## src/rtl/alu_seq.sv

```systemverilog
// alu_seq: registered execute unit with logic, arithmetic, iterative shift/rotate and multiply; ALU_SEQ_FAST_MUL_EN selects single-cycle MUL
module alu_seq #(
  parameter int WIDTH = 20,
  parameter int SHW   = $clog2(WIDTH)
) (
  input  logic             clk,
  input  logic             rst,
  input  logic             start,
  input  logic [3:0]       op,
  input  logic             mode,
  input  logic [WIDTH-1:0] a,
  input  logic [WIDTH-1:0] b,
  output logic [WIDTH-1:0] result,
  output logic             carry,
  output logic             zero,
  output logic             sign,
  output logic             overflow,
  output logic             busy,
  output logic             done
);
  localparam int H  = WIDTH / 2;
  localparam int CW = $clog2(WIDTH + 1);
`ifdef ALU_SEQ_FAST_MUL_EN
  localparam bit FAST = 1'b1;
`else
  localparam bit FAST = 1'b0;
`endif
  typedef enum logic [1:0] {IDLE, SHIFT, MUL, DONE} state_t;
  state_t             st_q;
  logic [3:0]         op_q;
  logic               mode_q;
  logic [CW-1:0]      cnt_q;
  logic [WIDTH-1:0]   sh_q, res_q;
  logic [2*WIDTH-1:0] mc_q, acc_q;
  logic               c_q, z_q, s_q, v_q;
  function automatic logic [WIDTH-1:0] msk(input logic md);
    return md ? {WIDTH{1'b1}} : {{(WIDTH-H){1'b0}}, {H{1'b1}}};
  endfunction
  function automatic logic top(input logic [WIDTH-1:0] v, input logic md);
    return md ? v[WIDTH-1] : v[H-1];
  endfunction
  function automatic logic hinz(input logic [2*WIDTH-1:0] p, input logic md);
    return md ? |p[2*WIDTH-1:WIDTH] : |p[2*WIDTH-1:H];
  endfunction
  logic [WIDTH-1:0]   mi, mq, hb, am, bm, x, ar, lg, sh_d, imm_r, fin_r;
  logic [WIDTH:0]     s, d;
  logic [2*WIDTH-1:0] prod_f, acc_d;
  logic [SHW-1:0]     n;
  logic               sub, ar_c, ar_v, sa, sx, sr, go_sh, mul_it, imm, last, upd;
  logic               sh_out, imm_c, imm_v, fin_c, fin_v, fin_md;
`ifdef ALU_SEQ_FAST_MUL_EN
  assign prod_f = {{WIDTH{1'b0}}, am} * {{WIDTH{1'b0}}, bm};
`else
  assign prod_f = '0;
`endif
  // operand masking, single-cycle datapath, one shift/multiply step, and completion values
  always_comb begin
    mi     = msk(mode);
    mq     = msk(mode_q);
    hb     = mq & ~(mq >> 1);
    am     = a & mi;
    bm     = b & mi;
    n      = b[SHW-1:0];
    sub    = op inside {4'd7, 4'd8, 4'd10};
    x      = (op == 4'd9 || op == 4'd10) ? {{(WIDTH-1){1'b0}}, 1'b1} : bm;
    s      = {1'b0, am} + {1'b0, x} + {{WIDTH{1'b0}}, op == 4'd6 && c_q};
    d      = {1'b0, am} - {1'b0, x} - {{WIDTH{1'b0}}, op == 4'd8 && c_q};
    ar     = (sub ? d[WIDTH-1:0] : s[WIDTH-1:0]) & mi;
    ar_c   = sub ? d[WIDTH] : (mode ? s[WIDTH] : s[H]);
    sa     = top(am, mode);
    sx     = top(x, mode);
    sr     = top(ar, mode);
    ar_v   = sub ? (sa != sx) && (sr != sa) : (sa == sx) && (sr != sa);
    lg     = op == 4'd1 ? ~am & mi : op == 4'd2 ? am & bm : op == 4'd3 ? am | bm : am ^ bm;
    go_sh  = op >= 4'd11 && op <= 4'd14 && n != '0;
    mul_it = op == 4'd15 && !FAST;
    imm    = st_q == IDLE && start && !go_sh && !mul_it;
    last   = (st_q == SHIFT || st_q == MUL) && cnt_q == CW'(1);
    upd    = (imm && op != 4'd0) || last;
    imm_r  = op <= 4'd4 ? lg : op <= 4'd10 ? ar : op == 4'd15 ? prod_f[WIDTH-1:0] & mi : am;
    imm_c  = op <= 4'd4 ? 1'b0 : op <= 4'd10 ? ar_c : op == 4'd15 ? hinz(prod_f, mode) : c_q;
    imm_v  = op >= 4'd5 && op <= 4'd10 && ar_v;
    sh_out = (op_q == 4'd11 || op_q == 4'd13) ? top(sh_q, mode_q) : sh_q[0];
    sh_d   = op_q == 4'd11 ? (sh_q << 1) & mq :
             op_q == 4'd12 ? sh_q >> 1 :
             op_q == 4'd13 ? ((sh_q << 1) | {{(WIDTH-1){1'b0}}, sh_out}) & mq :
                             (sh_q >> 1) | (sh_out ? hb : '0);
    acc_d  = acc_q + (sh_q[0] ? mc_q : '0);
    fin_md = st_q == IDLE ? mode : mode_q;
    fin_r  = st_q == SHIFT ? sh_d : st_q == MUL ? acc_d[WIDTH-1:0] & mq : imm_r;
    fin_c  = st_q == SHIFT ? sh_out : st_q == MUL ? hinz(acc_d, mode_q) : imm_c;
    fin_v  = st_q == IDLE && imm_v;
  end
  // control FSM with status register; result and flags change only on completion
  always_ff @(posedge clk) begin
    if (rst) begin
      st_q   <= IDLE;
      op_q   <= '0;
      mode_q <= 1'b0;
      cnt_q  <= '0;
      sh_q   <= '0;
      mc_q   <= '0;
      acc_q  <= '0;
      res_q  <= '0;
      c_q    <= 1'b0;
      z_q    <= 1'b0;
      s_q    <= 1'b0;
      v_q    <= 1'b0;
    end else begin
      if (upd) begin
        res_q <= fin_r;
        c_q   <= fin_c;
        v_q   <= fin_v;
        z_q   <= fin_r == '0;
        s_q   <= top(fin_r, fin_md);
      end
      case (st_q)
        IDLE: if (start) begin
          op_q   <= op;
          mode_q <= mode;
          acc_q  <= '0;
          sh_q   <= mul_it ? bm : am;
          mc_q   <= {{WIDTH{1'b0}}, am};
          cnt_q  <= go_sh ? CW'(n) : mode ? CW'(WIDTH) : CW'(H);
          st_q   <= go_sh ? SHIFT : mul_it ? MUL : DONE;
        end
        SHIFT, MUL: begin
          sh_q  <= st_q == MUL ? sh_q >> 1 : sh_d;
          acc_q <= acc_d;
          mc_q  <= mc_q << 1;
          cnt_q <= cnt_q - 1'b1;
          if (last) st_q <= DONE;
        end
        default: st_q <= IDLE;
      endcase
    end
  end
  assign result   = res_q;
  assign carry    = c_q;
  assign zero     = z_q;
  assign sign     = s_q;
  assign overflow = v_q;
  assign busy     = st_q == SHIFT || st_q == MUL;
  assign done     = st_q == DONE;
endmodule

```

## config.mk

```make
export PLATFORM = sky130hd
export DESIGN_NAME = alu_seq
export DESIGN_NICKNAME = d
export VERILOG_FILES = /design/src/rtl/alu_seq.sv
export SDC_FILE = /design/constraint.sdc
export NUM_CORES = 1
export LEC_CHECK = 0
export ABC_AREA = 1
export CAP_MARGIN = 40
export CELL_PAD_IN_SITES_DETAIL_PLACEMENT = 1
export CELL_PAD_IN_SITES_GLOBAL_PLACEMENT = 1
export CORE_MARGIN = 5
export CORE_UTILIZATION = 46
export CTS_CLUSTER_SIZE = 8
export DETAILED_ROUTE_END_ITERATION = 6
export HOLD_SLACK_MARGIN = 0.05
export PLACE_DENSITY = 0.95
export REMOVE_ABC_BUFFERS = 1
export SLEW_MARGIN = 15
export SYNTH_ARGS = -nofsm -noshare
export SYNTH_HDL_FRONTEND = slang
export SYNTH_SLANG_ARGS = --single-unit
```

## constraint.sdc

```tcl
create_clock -name clk -period 11.92 [get_ports clk]
set_clock_uncertainty 0.1 [all_clocks]
set_input_delay 2.98 -clock clk [delete_from_list [all_inputs] [get_ports clk]]
set_output_delay 2.98 -clock clk [all_outputs]
set_load 0.005 [all_outputs]
```

Word-level counts from Yosys, hierarchy flattened. Cells that the tools add are included.

$add $sub $neg: 6. Multiply operators: 0. Divide/modulo/power cells: 0. $lt $le $gt $ge: 5. Equality and inequality tests: 21. Shift-type cells: 0. Mux-type cells: 50. Bitwise gates (word level): 15. Reduce and logical (&&, ||, !) cells: 34.

Operators by type and width (count): $mux W20 (19); $and A20 B20 Y20 (9); $pmux W40 S2 (2); $mux W40 (3); $add A40 B40 Y40 (1); $pmux W20 S2 (1); $reduce_or A30 Y1 (1); $eq A4 B4 Y1 const B (7); $add A20 B20 Y21 (1); $add A21 B1 Y21 (1); $sub A20 B20 Y21 (1); $sub A21 B1 Y21 (1); $logic_not A20 Y1 (1); $not A19 Y20 (1); $not A20 Y20 (1); $or A19 B20 Y20 (1); $or A20 B1 Y20 (1); $or A20 B20 Y20 (1); $reduce_or A20 Y1 (1); $xor A20 B20 Y20 (1); $mux W1 (17); $mux W5 (3); $logic_and A1 B1 Y1 (14); $pmux W5 S2 (1); other kinds (25) (41).

Flip-flop bits (word level): 136. Bits in latches: 0. Bits in writable memories: 0. Bits in read-only memories: 0. Input bits: 48. Output and inout bits: 26. Logic and storage cells: 143. Memories: 0.

Longest topological paths before layout.
Word-level depth: 13. Gate-level depth with buffers: 31. Mapped depth without buffers: 30.

Least setup slack after synthesis. OpenSTA, ideal clock, no wires.

Kind: input to register. From: input op[3]. To: register z_q (netlist: zero). Setup time: 0.070 ns. Arrival time: 6.271 ns. Slack: 5.479 ns. Stages: 31. Buffers on the path: 1. Cells stage by stage: inv_2 nor2_1 inv_1 a21oi_1 clkbuf_1 or2_2 fa_1 inv_1 ha_1 inv_1 nand2_1 fa_1 inv_1 nand2_1 nand2_1 nand2_1 nand2_1 nand2_1 nand2_1 nand2_1 nand2_1 nand3_1 nand2_1 o21ai_0 nand2_1 nand2_1 nor2_1 nand2_1 nor2_1 nand3_1 a21oi_1.

Longest elaborated chain between the ends: 12.

RTL lines: start: declaration (line 9) `input logic [3:0] op,`; $eq A4 B4 Y1, on equally long branches (line 65, 64); $logic_or A1 B1 Y1 (line 65) `x = (op == 4'd9 || op == 4'd10) ? {{(WIDTH-1){1'b0}}, 1'b1} : bm;`; $mux W20 (line 65); $add A20 B20 Y21 or $sub A20 B20 Y21 (tied branches) (line 66, 67); $add A21 B1 Y21 or $sub A21 B1 Y21 (tied branches) (line 66, 67); $mux W20 (line 68) `ar = (sub ? d[WIDTH-1:0] : s[WIDTH-1:0]) & mi;`; $and A20 B20 Y20 (line 68); $mux W20 (2 in a row) (line 80) `imm_r = op <= 4'd4 ? lg : op <= 4'd10 ? ar : op == 4'd15 ? prod_f[WIDTH-1:0] & mi : am;`; $mux W20 (2 in a row) (line 90) `fin_r = st_q == SHIFT ? sh_d : st_q == MUL ? acc_d[WIDTH-1:0] & mq : imm_r;`; $logic_not A20 Y1 (line 114) `z_q <= fin_r == '0;`; end signal: assignment (line 106) `z_q <= 1'b0;`; end signal: assignment (line 114); end: declaration (line 35) `logic c_q, z_q, s_q, v_q;`.

Parallel ways exist; a longest one is shown, timed or not. A chain may end at the register's enable or synchronous reset.

Worst setup path after layout. Same ends and word-level chain as after synthesis.

==> results.json <==
{
  "finish.utilization": 0.514,
  "grt_first_pass_wirelength_um": 101000,
  "power_density_nw_per_um2": 152,
  "routed_wl_um": 64400,
  "antenna_found_initial": 0,
  "root_buffer": "clkbuf_16",
  "synth_warnings": 0,
  "drv_slew": 0,
  "min_path_type": "reg2reg",
  "place.gp.congestion": 1.00,
  "clockBufferDepth": 2,
  "grt_pass1_vias": 18656,
  "power_w": 0.00253,
  "synth_top_cell_area_share": 0.214,
  "insertion_delay_ps": 450,
  "drc_errors": 0,
  "maxCapViolations": 0,
  "cp.required_ps": 12200,
  "place_hpwl_um": 49800,
  "critPathMaxStageDelay_ps": 580,
  "die_h_um": 191,
  "fp.coreArea_um2": 32500,
  "synth_edf_count": 0,
  "dieArea_um2": 36400,
  "vdd_drop_max_uv": 346,
  "numCtsBuffers": 17,
  "start_util": 0.464,
  "fillers": 4736,
  "drt.antenna.violating_nets": 0,
  "synth_most_common_cell": "nand2_1",
  "ctsResizeCount": 0,
  "grtUsageTotal": 0.347,
  "netlist_area_um2": 15000,
  "clk_pin_slew_worst_paths_ps": 70,
  "die_w_um": 191,
  "slew_headroom": 0.455,
  "max_slew.worst_pin.slew_ps": 815,
  "drive_gt1_frac": 0.0290,
  "fmax_mhz": 134,
  "dp_cells": 3099,
  "path_class": "in2reg",
  "io_buffers": 73,
  "fin_cells": 3130,
  "rsz0062_at_grt": "false",
  "outcome": "complete, no violations",
  "crit_path_frequent_cell": "nand2_1",
  "setup_violations": 0,
  "n_antenna_cell": 0,
  "cp_slowest_cell": "clkdlybuf4s50_1",
  "clkSinkCount": 136,
  "synth-seq-cells": 136,
  "yosys-top-cells-count": "nand2_1, inv_1, a21oi_1",
  "postCtsHoldBufs": 0,
  "synth_top_area_cell": "nand2_1",
  "start_kind": "input port",
  "r2r_slack_ps": 7740,
  "endpoint_kind": "flip-flop",
  "routedWlPerCell_um": 20.6,
  "drt_iter0_drc": 1570,
  "cts_tree": "yes",
  "synth_flop_cell": "dfxtp_1",
  "syn_inst": 2662,
  "drt-vias-per-instance": 5.87,
  "arrival_ps": 7720,
  "placement_rows": 66,
  "cts_setup_buffers": 0,
  "finalHoldViolCount": 0,
  "endpoint": "zero",
  "h-tree-depth": 4,
  "nets": 2872,
  "seqCellArea_um2": 2720,
  "crit_start": "op[3]",
  "grt_max_degree": 64,
  "period_minus_slack_ps": 7450,
  "ys_top_cells_by_area": "nand2_1, dfxtp_1, ha_1",
  "num_io_pins": 74,
  "dr.pass1.iters": 5,
  "synthArstFlopShare": 0,
  "rr_startpoint": "carry",
  "reg2reg_depth": 24,
  "path_max_fanout": 21,
  "timing.final.crit_share": 0.625,
  "syn_avg_cell_area_um2": 5.65,
  "p_leak_nw": 8.72,
  "dr_total_vias": 18380,
  "tns_ps": 0,
  "area_growth_pct": 10.8,
  "grt_overflow_total": 0,
  "yosys.cell_types.count": 43,
  "r2r_end": "zero",
  "multi_input_area_um2": 10400,
  "ys_seq_area_frac": 0.181
}
==> logic make-up (layout without fill, tap and decap cells) <==
| kind of cell | Yosys count | after routing | synth area share |
|---|---|---|---|
| compound gates | 533 | 533 | 0.195 |
| buf+inv | 515 | 541 | 0.131 |
| xor+xnor | 15 | 15 | 0.00873 |
| fa+ha+maj | 147 | 147 | 0.125 |
| flops | 136 | 136 | 0.181 |
| simple gates | 1316 | 1316 | 0.359 |
==> critical path, delay by kind of cell <==
| family | cells | cell delay [ps] |
|---|---|---|
| fa+ha+maj | 3 | 1050 |
| compound gates | 3 | 470 |
| buf+inv | 6 | 1240 |
| simple gates | 17 | 1980 |
==> worst min path at each step <==
stage / to / cells after the start / startpoint
after global routing: acc_q[10] / 2 / acc_q[10]
after CTS: acc_q[14] / 2 / acc_q[14]
after floorplan: mc_q[39] / 2 / mc_q[39]
after global placement: acc_q[22] / 2 / acc_q[22]
after detailed placement: acc_q[14] / 2 / acc_q[14]
final: acc_q[14] / 2 / acc_q[14]
==> final cells by class <==
| class | count | area share |
|---|---|---|
| Sequential cell | 136 | 0.163 |
| Clock inverter | 7 | 0.00428 |
| Clock buffer | 23 | 0.0287 |
| Tap cell | 442 | 0.0332 |
| Inverter | 415 | 0.0935 |
| Multi-Input combinational cell | 2011 | 0.621 |
| Timing Repair Buffer | 96 | 0.0562 |
==> routing by layer <==
metal  routed length, µm  vias up  GRT usage
li1                    -     8594          -
met1               28500     8932      0.463
met2               28900      715      0.561
met3                4610      139     0.0615
met4                2400        0      0.133
met5                   0        -          0
==> registers in the layout, indices dropped and copies added (netlist names) <==
signal	count
cnt_q	5
zero	1
carry	1
overflow	1
mode_q	1
op_q	4
acc_q	40
mc_q	40
sh_q	20
st_q	2
sign	1
result	20
==> placed cells by master (no fill, tap or decap), types with 16 or more instances in the layout <==
cell type	netlist	routed
nand2_1	859	859
inv_1	408	406
a21oi_1	256	255
nand3_1	191	191
nor2_1	181	180
o21ai_0	171	171
ha_1	142	142
dfxtp_1	136	136
clkdlybuf4s50_1	0	72
nand4_1	30	30
a31oi_1	28	28
o21bai_1	26	26
o211ai_1	21	21
buf_4	2	19
clkbuf_16	0	17
a221oi_1	16	16
nand3b_1	16	16
==> metrics by stage <==
stage | cell area (µm²) | hold WS, ps | setup slack (ps)
4_1_cts | 16700 | 373 | 4590
6_report | 16700 | 377 | 4470
3_5_place_dp | 16100 | 365 | 4130
5_1_grt | 16700 | 397 | 4120
3_3_place_gp | 16100 | 356 | 4350
2_1_floorplan | 14600 | 340 | 3040
==> power breakdown <==
part | leakage, nW | internal [W] | switching [W]
sequential | 1.11 | 0.000546 | 0.0000778
clock | 0.261 | 0.000301 | 0.000222
combinational | 7.35 | 0.000409 | 0.000974
(Power assumes the default switching activity.)
